File: src/rtl/fir_tdm_filter_pkg.sv
// Shared definitions for the time-multiplexed FIR filter.
// Contents:
//   fir_state_e    - controller states (IDLE, MAC, OUT)
//   DEF_*          - default widths / sizes used by the top-level parameters
//   ch_width()     - width of a channel index, never less than one bit
package fir_tdm_filter_pkg;

  typedef enum logic [1:0] {
    ST_IDLE = 2'd0,
    ST_MAC  = 2'd1,
    ST_OUT  = 2'd2
  } fir_state_e;

  localparam int DEF_COEF_W = 8;
  localparam int DEF_DATA_W = 16;
  localparam int DEF_OUT_W  = 32;
  localparam int DEF_TAPS   = 16;
  localparam int DEF_CH     = 2;

  // A single channel still needs a 1-bit channel port.
  function automatic int ch_width(input int ch);
    return (ch > 1) ? $clog2(ch) : 1;
  endfunction

endpackage

File: src/rtl/fir_tdm_filter_mac_unit.sv
// Single-multiplier multiply-accumulate engine of the FIR filter.
// Ports:
//   CLK, RST   clock (rising edge) / asynchronous active-high reset
//   step       perform one tap this cycle
//   first      current tap is k=0: restart the accumulator
//   coef       signed coefficient h[k]
//   sample     signed delayed sample x[n-k]
//   result     accumulator sign-extended or saturated to OUT_W
module fir_mac_unit #(
  parameter int COEF_W = 8,
  parameter int DATA_W = 16,
  parameter int OUT_W  = 32,
  parameter int TAPS   = 16
) (
  input  logic                     CLK,
  input  logic                     RST,
  input  logic                     step,
  input  logic                     first,
  input  logic signed [COEF_W-1:0] coef,
  input  logic signed [DATA_W-1:0] sample,
  output logic signed [OUT_W-1:0]  result
);

  localparam int PROD_W = DATA_W + COEF_W;
  // Sum of TAPS full-scale products fits with clog2(TAPS) guard bits.
  localparam int ACC_W  = PROD_W + $clog2(TAPS);

  logic signed [PROD_W-1:0] prod_s;
  logic signed [ACC_W-1:0]  acc_base_s;
  logic signed [ACC_W-1:0]  acc_r;

  // Signed product and accumulator restart on the first tap.
  always_comb begin
    prod_s = PROD_W'(coef) * PROD_W'(sample);
    if (first) begin
      acc_base_s = '0;
    end else begin
      acc_base_s = acc_r;
    end
  end

  // Accumulator register, advances one tap per step.
  always_ff @(posedge CLK or posedge RST) begin
    if (RST) begin
      acc_r <= '0;
    end else if (step) begin
      acc_r <= acc_base_s + ACC_W'(prod_s);
    end else begin
      acc_r <= acc_r;
    end
  end

  generate
    if (OUT_W >= ACC_W) begin : g_extend
      // Output wide enough: plain sign extension.
      always_comb begin
        result = OUT_W'(acc_r);
      end
    end else begin : g_saturate
      localparam logic signed [ACC_W-1:0] MAX_V =
        {{(ACC_W-OUT_W+1){1'b0}}, {(OUT_W-1){1'b1}}};
      localparam logic signed [ACC_W-1:0] MIN_V =
        {{(ACC_W-OUT_W+1){1'b1}}, {(OUT_W-1){1'b0}}};
      // Clamp to the representable OUT_W range.
      always_comb begin
        if (acc_r > MAX_V) begin
          result = MAX_V[OUT_W-1:0];
        end else if (acc_r < MIN_V) begin
          result = MIN_V[OUT_W-1:0];
        end else begin
          result = acc_r[OUT_W-1:0];
        end
      end
    end
  endgenerate

endmodule

File: src/rtl/fir_tdm_filter.sv
// Multi-channel time-multiplexed FIR filter, one shared multiplier.
// Ports:
//   CLK, RST                clock (rising) / asynchronous active-high reset
//   ENABLE                  0 freezes controller and datapath
//   clear                   pulse: zero all delay lines (deferred while busy)
//   coef_we/addr/data       coefficient bank write, accepted only in IDLE
//   coef_err                pulse: coefficient write dropped because busy
//   in_valid/in_ready       sample handshake, in_ch selects the channel
//   input_data, sampleT     incoming sample / last accepted sample
//   out_valid, out_ch       result strobe and its channel
//   output_data             y[n] = sum h[k]*x[n-k]
module fir_tdm_filter
  import fir_tdm_filter_pkg::*;
#(
  parameter int COEF_W = DEF_COEF_W,
  parameter int DATA_W = DEF_DATA_W,
  parameter int OUT_W  = DEF_OUT_W,
  parameter int TAPS   = DEF_TAPS,
  parameter int CH     = DEF_CH,
  localparam int AW    = $clog2(TAPS),
  localparam int CH_W  = ch_width(CH)
) (
  input  logic                     CLK,
  input  logic                     RST,
  input  logic                     ENABLE,
  input  logic                     clear,
  input  logic                     coef_we,
  input  logic [AW-1:0]            coef_addr,
  input  logic signed [COEF_W-1:0] coef_data,
  output logic                     coef_err,
  input  logic                     in_valid,
  output logic                     in_ready,
  input  logic [CH_W-1:0]          in_ch,
  input  logic signed [DATA_W-1:0] input_data,
  output logic signed [DATA_W-1:0] sampleT,
  output logic                     out_valid,
  output logic [CH_W-1:0]          out_ch,
  output logic signed [OUT_W-1:0]  output_data
);

  localparam int AW1   = AW + 1;
  localparam int CH_W1 = CH_W + 1;

  fir_state_e               state_r;
  logic [AW-1:0]            k_r;
  logic [AW-1:0]            base_r;
  logic [CH_W-1:0]          ch_r;
  logic [AW-1:0]            wp_r   [CH];
  logic signed [DATA_W-1:0] dly_r  [CH][TAPS];
  logic signed [COEF_W-1:0] coef_r [TAPS];
  logic                     clear_pend_r;
  logic                     coef_err_r;
  logic                     out_valid_r;
  logic [CH_W-1:0]          out_ch_r;
  logic signed [OUT_W-1:0]  output_data_r;
  logic signed [DATA_W-1:0] sample_t_r;

  logic                     idle_s;
  logic                     clear_req_s;
  logic                     clear_apply_s;
  logic                     in_ready_s;
  logic                     accept_s;
  logic                     ch_ok_s;
  logic                     coef_ok_s;
  logic                     last_tap_s;
  logic                     mac_step_s;
  logic [AW-1:0]            rd_idx_s;
  logic signed [DATA_W-1:0] tap_x_s;
  logic signed [COEF_W-1:0] tap_h_s;
  logic signed [OUT_W-1:0]  result_s;

  // Handshake, clear arbitration and address qualification.
  always_comb begin
    idle_s        = (state_r == ST_IDLE);
    // A pending (deferred) clear blocks acceptance like a fresh one.
    clear_req_s   = clear | clear_pend_r;
    clear_apply_s = ENABLE & idle_s & clear_req_s;
    in_ready_s    = ENABLE & idle_s & ~clear_req_s;
    accept_s      = in_valid & in_ready_s;
    ch_ok_s       = ({1'b0, in_ch} < CH_W1'(CH));
    coef_ok_s     = ({1'b0, coef_addr} < AW1'(TAPS));
    last_tap_s    = (k_r == AW'(TAPS - 1));
    mac_step_s    = ENABLE & (state_r == ST_MAC);
  end

  // Circular read address: newest sample minus tap index, modulo TAPS.
  always_comb begin
    if (k_r > base_r) begin
      rd_idx_s = AW'(AW1'(base_r) + AW1'(TAPS) - AW1'(k_r));
    end else begin
      rd_idx_s = base_r - k_r;
    end
    tap_x_s = dly_r[ch_r][rd_idx_s];
    tap_h_s = coef_r[k_r];
  end

  // Controller: IDLE -> MAC (TAPS cycles) -> OUT -> IDLE, frozen when disabled.
  always_ff @(posedge CLK or posedge RST) begin
    if (RST) begin
      state_r <= ST_IDLE;
      k_r     <= '0;
      base_r  <= '0;
      ch_r    <= '0;
    end else if (ENABLE) begin
      case (state_r)
        ST_IDLE: begin
          // Samples for a non-existent channel are swallowed without a run.
          if (accept_s && ch_ok_s) begin
            state_r <= ST_MAC;
            k_r     <= '0;
            base_r  <= wp_r[in_ch];
            ch_r    <= in_ch;
          end else begin
            state_r <= ST_IDLE;
          end
        end
        ST_MAC: begin
          if (last_tap_s) begin
            state_r <= ST_OUT;
            k_r     <= '0;
          end else begin
            k_r <= k_r + AW'(1);
          end
        end
        ST_OUT: begin
          state_r <= ST_IDLE;
        end
        default: begin
          state_r <= ST_IDLE;
          k_r     <= '0;
        end
      endcase
    end else begin
      state_r <= state_r;
    end
  end

  // Remembers a clear that arrived while busy or disabled.
  always_ff @(posedge CLK or posedge RST) begin
    if (RST) begin
      clear_pend_r <= 1'b0;
    end else if (clear_apply_s) begin
      clear_pend_r <= 1'b0;
    end else if (clear) begin
      clear_pend_r <= 1'b1;
    end else begin
      clear_pend_r <= clear_pend_r;
    end
  end

  // Per-channel delay lines and write pointers.
  always_ff @(posedge CLK or posedge RST) begin
    if (RST) begin
      for (int c = 0; c < CH; c++) begin
        wp_r[c] <= '0;
        for (int t = 0; t < TAPS; t++) begin
          dly_r[c][t] <= '0;
        end
      end
    end else if (clear_apply_s) begin
      for (int c = 0; c < CH; c++) begin
        wp_r[c] <= '0;
        for (int t = 0; t < TAPS; t++) begin
          dly_r[c][t] <= '0;
        end
      end
    end else if (accept_s && ch_ok_s) begin
      dly_r[in_ch][wp_r[in_ch]] <= input_data;
      if (wp_r[in_ch] == AW'(TAPS - 1)) begin
        wp_r[in_ch] <= '0;
      end else begin
        wp_r[in_ch] <= wp_r[in_ch] + AW'(1);
      end
    end else begin
      wp_r <= wp_r;
    end
  end

  // Coefficient bank: writes only while idle, out-of-range addresses ignored.
  always_ff @(posedge CLK or posedge RST) begin
    if (RST) begin
      for (int t = 0; t < TAPS; t++) begin
        coef_r[t] <= '0;
      end
      coef_err_r <= 1'b0;
    end else begin
      if (coef_we && coef_ok_s && idle_s) begin
        coef_r[coef_addr] <= coef_data;
      end else begin
        coef_r <= coef_r;
      end
      coef_err_r <= coef_we & coef_ok_s & ~idle_s;
    end
  end

  // Registered result, strobe and last-sample outputs.
  always_ff @(posedge CLK or posedge RST) begin
    if (RST) begin
      out_valid_r   <= 1'b0;
      out_ch_r      <= '0;
      output_data_r <= '0;
      sample_t_r    <= '0;
    end else begin
      out_valid_r <= ENABLE & (state_r == ST_OUT);
      if (ENABLE && (state_r == ST_OUT)) begin
        out_ch_r      <= ch_r;
        output_data_r <= result_s;
      end else begin
        out_ch_r      <= out_ch_r;
        output_data_r <= output_data_r;
      end
      if (accept_s && ch_ok_s) begin
        sample_t_r <= input_data;
      end else begin
        sample_t_r <= sample_t_r;
      end
    end
  end

  fir_mac_unit #(
    .COEF_W (COEF_W),
    .DATA_W (DATA_W),
    .OUT_W  (OUT_W),
    .TAPS   (TAPS)
  ) u_mac (
    .CLK    (CLK),
    .RST    (RST),
    .step   (mac_step_s),
    .first  (k_r == '0),
    .coef   (tap_h_s),
    .sample (tap_x_s),
    .result (result_s)
  );

  assign in_ready    = in_ready_s;
  assign coef_err    = coef_err_r;
  assign sampleT     = sample_t_r;
  assign out_valid   = out_valid_r;
  assign out_ch      = out_ch_r;
  assign output_data = output_data_r;

endmodule

File: config.mk
export PLATFORM = sky130hd
export DESIGN_NAME = fir_tdm_filter
export DESIGN_NICKNAME = d
export VERILOG_FILES = /design/src/rtl/fir_tdm_filter_pkg.sv /design/src/rtl/fir_tdm_filter_mac_unit.sv /design/src/rtl/fir_tdm_filter.sv
export SDC_FILE = /design/constraint.sdc
export NUM_CORES = 2
export LEC_CHECK = 0
export ABC_AREA = 1
export CAP_MARGIN = 40
export CORE_UTILIZATION = 37
export CTS_CLUSTER_DIAMETER = 40
export CTS_CLUSTER_SIZE = 25
export DETAILED_ROUTE_END_ITERATION = 10
export GPL_TIMING_DRIVEN = 0
export SLEW_MARGIN = 20
export SYNTH_ARGS = -nofsm -noshare
export SYNTH_HDL_FRONTEND = slang
export SYNTH_SLANG_ARGS = --single-unit
export TNS_END_PERCENT = 1
File: constraint.sdc
create_clock -name CLK -period 56.2 [get_ports CLK]
set_input_delay 11.24 -clock CLK [delete_from_list [all_inputs] [get_ports CLK]]
set_output_delay 11.24 -clock CLK [all_outputs]
set_load 0.01 [all_outputs]
==> results.json <==
{
  "result_of_the_run": "complete, but fails checks",
  "violations": "design-rule violations",
  "die_outline_area_sq_um": 108000,
  "critPathArrivalTime_ns": 13.17,
  "timing.final.hold_violations": 0,
  "initial_core_util": 0.374,
  "routed_wire_length_per_instance_microns": 23.9,
  "synth.area.top_cells": "sky130_fd_sc_hd__dfrtp_1 47%, sky130_fd_sc_hd__fa_1 7.4%, sky130_fd_sc_hd__o22ai_1 7.4%",
  "max-clock-path-buffers": 3,
  "min_path_type": "reg2reg",
  "setup.worst_path.class": "in2out",
  "fmaxAchievable_ghz": 0.0410,
  "port_buffers": 86,
  "overflow": 0,
  "tritoncts_clock_tree": "yes",
  "number_of_enable_flip_flop_cells_after_synthesis": 0,
  "ys_dominant_reg_cell": "sky130_fd_sc_hd__dfrtp_1",
  "synthesis.area_per_instance_sq_um": 8.58,
  "synth.most_common_cell": "sky130_fd_sc_hd__dfrtp_1",
  "floorplan.die.width_microns": 328,
  "yosys.cell_types.count": 41,
  "reg2reg_from": "k_r[1]",
  "period_share": 0.434,
  "first_global_vias": 35053,
  "timing_max_transition_violations_final": 0,
  "pin_count": 87,
  "startpoint_type": "input port",
  "number_of_drc_violations_after_detailed_routing": 4,
  "clk_root_buffer_cell": "sky130_fd_sc_hd__clkbuf_16",
  "finalCriticalPeriod_ns": 24.41,
  "place.gp.congestion": 1.00,
  "hold_buffers": 0,
  "drtAntennaViolNets": 0,
  "report.final.setup_viol": 0,
  "drv_cap": 0,
  "grt_first_pass_wirelength_microns": 225000,
  "firstDrtPassIters": 11,
  "synth_commonest_cells": "735 x sky130_fd_sc_hd__dfrtp_1, 714 x sky130_fd_sc_hd__inv_1, 696 x sky130_fd_sc_hd__nand2_1",
  "cts_buffers": 108,
  "async_flop_share": 1.00,
  "crit_path_max_fanout": 6,
  "crit_path_start": "ENABLE",
  "groute.usage.overall": 0.279,
  "worst_hold_startpoint": "output_data[2]",
  "post-synth-top-area-cell": "sky130_fd_sc_hd__dfrtp_1",
  "cts.sinks": 735,
  "finish.net_count": 5072,
  "share_of_final_layout_standard_cells_stronger_than_drive_strength_1": 0.0922,
  "clock_insertion_delay_worst_skew_ns": 0.72,
  "post_cts_resized": 0,
  "post_syn_instances": 4595,
  "chipHeight_microns": 328,
  "row_count": 119,
  "cts-htree-levels": 3,
  "post_dp_hpwl_microns": 110000,
  "worst_setup_hold_path_clk_slew_ns": 0.06,
  "yosysSeqAreaShare": 0.467,
  "postCtsSetupBuffers": 0,
  "transition_time_at_the_pin_with_the_least_slew_margin_ns": 0.961,
  "vias_per_inst": 5.65,
  "iteration_0_drc_count_of_the_detailed_router": 4487,
  "timing.max_slew.rel_slack": 0.360,
  "setup_tns_ns": 0,
  "routed-via-count": 35672,
  "netlist_area_sq_um": 39400,
  "yosys_register_bits": 735,
  "synth.top_cell.area_share": 0.467,
  "fp.coreArea_sq_um": 105000,
  "grt_antenna_before_repair": 6,
  "unrepaired_setup_endpoints_after_global_routing": "false",
  "final_clock_skew_ns": 0.0709,
  "ys.warnings.count": 0,
  "pin_count_of_the_biggest_net_entering_global_routing": 102,
  "layout-area-overhead-vs-synth_pct": 17.7,
  "worstPathRequired_ns": 44.96,
  "worst_setup_path_end_kind": "output port",
  "synth_nets": 4846,
  "drt_wl_total_microns": 151000
}
[cell usage in the layout (no fill, tap or decap), types with 5 or more instances in the layout]
cell type,n
sky130_fd_sc_hd__ha_1,70
sky130_fd_sc_hd__o21ai_4,21
sky130_fd_sc_hd__o21bai_1,5
sky130_fd_sc_hd__nor2_1,161
sky130_fd_sc_hd__buf_4,17
sky130_fd_sc_hd__xnor2_1,7
sky130_fd_sc_hd__nand4_1,21
sky130_fd_sc_hd__a21oi_1,290
sky130_fd_sc_hd__nor3_1,26
sky130_fd_sc_hd__a32o_1,10
sky130_fd_sc_hd__clkdlybuf4s50_1,86
sky130_fd_sc_hd__clkinvlp_4,18
sky130_fd_sc_hd__bufinv_16,13
sky130_fd_sc_hd__buf_2,131
sky130_fd_sc_hd__nand3_1,347
sky130_fd_sc_hd__inv_1,713
sky130_fd_sc_hd__o211ai_1,18
sky130_fd_sc_hd__inv_2,28
sky130_fd_sc_hd__buf_16,8
sky130_fd_sc_hd__o21ai_0,446
sky130_fd_sc_hd__clkinv_4,13
sky130_fd_sc_hd__inv_8,6
sky130_fd_sc_hd__clkbuf_1,144
sky130_fd_sc_hd__inv_6,19
sky130_fd_sc_hd__dfrtp_1,735
sky130_fd_sc_hd__buf_1,20
sky130_fd_sc_hd__clkinv_2,9
sky130_fd_sc_hd__o21ai_2,9
sky130_fd_sc_hd__buf_6,23
sky130_fd_sc_hd__o31ai_1,6
sky130_fd_sc_hd__fa_1,146
sky130_fd_sc_hd__clkbuf_16,108
sky130_fd_sc_hd__clkbuf_8,6
sky130_fd_sc_hd__o22ai_1,465
sky130_fd_sc_hd__o21ai_1,31
sky130_fd_sc_hd__nand2_1,696
[metal layers]
metal,part of all wire,GRT usage,up-vias,wire length [microns]
met3,0.11,0.0799,384,17000
met5,0.00017,0,-,25
met1,0.41,0.382,17533,61900
li1,-,-,15745,-
met4,0.045,0.125,4,6710
met2,0.43,0.408,2006,64900
[registers in the layout (all words and copies together) (netlist names)]
register      flops
u_mac.acc_r      28
k_r               4
clear_pend_r      1
ch_r              1
dly_r           512
wp_r              8
coef_r          128
out_ch            1
state_r           2
base_r            4
coef_err          1
sampleT          16
out_valid         1
output_data      28
[stage by stage]
stage | cells | area [sq um] | setup slack [ns] | util | hold WS (ns)
6_report | 6309 | 46400 | 31.79 | 0.440 | 0.465
5_1_grt | 6305 | 46400 | 31.77 | 0.440 | 0.494
4_1_cts | 6298 | 46300 | 31.79 | 0.439 | 0.472
3_5_place_dp | 6095 | 42400 | 31.79 | 0.402 | 0.457
3_3_place_gp | 6072 | 42000 | 14.89 | 0.399 | 0.457
2_1_floorplan | 4595 | 39400 | 24.34 | - | 0.442
[final timing paths]
path | endpoint | slack (ns) | cells after the start
worst max-delay path | in_ready | 31.79 | 4
worst min-delay path | output_data[2] | 0.46 | 2
worst max register to register | u_mac.acc_r[23] | 47.22 | 31
worst min register to register | output_data[2] | 0.46 | 2
max in group asynchronous | u_mac.acc_r[4] | 43.17 | 6
min in group asynchronous | wp_r[2] | 10.92 | 2
[cell families after synthesis]
group,synth area share
simple gates,0.135
compound gates,0.192
xor+xnor,0.00308
buf+inv,0.107
flops,0.467
fa+ha+maj,0.0964
[final cells by class]
| cell class | instances | area, sq um |
|---|---|---|
| Buffer | 309 | 1410 |
| Antenna cell | 4 | 10.0 |
| Fill cell | 10464 | 59000 |
| Timing Repair Buffer | 116 | 1340 |
| Clock inverter | 83 | 1050 |
| Sequential cell | 735 | 18400 |
| Multi-Input combinational cell | 2805 | 16800 |
| Inverter | 746 | 2810 |
| Tap cell | 1391 | 1740 |
| Clock buffer | 120 | 2810 |
[worst max-delay path, stage by stage]
cell and delay (ns):
sky130_fd_sc_hd__clkdlybuf4s50_1 0.90, sky130_fd_sc_hd__nand2_1 0.22, sky130_fd_sc_hd__nor3_4 0.22, sky130_fd_sc_hd__clkdlybuf4s50_1 0.57
Power is not shown: default switching activity piles up to over one toggle a cycle in this logic, so the estimate is an artifact.
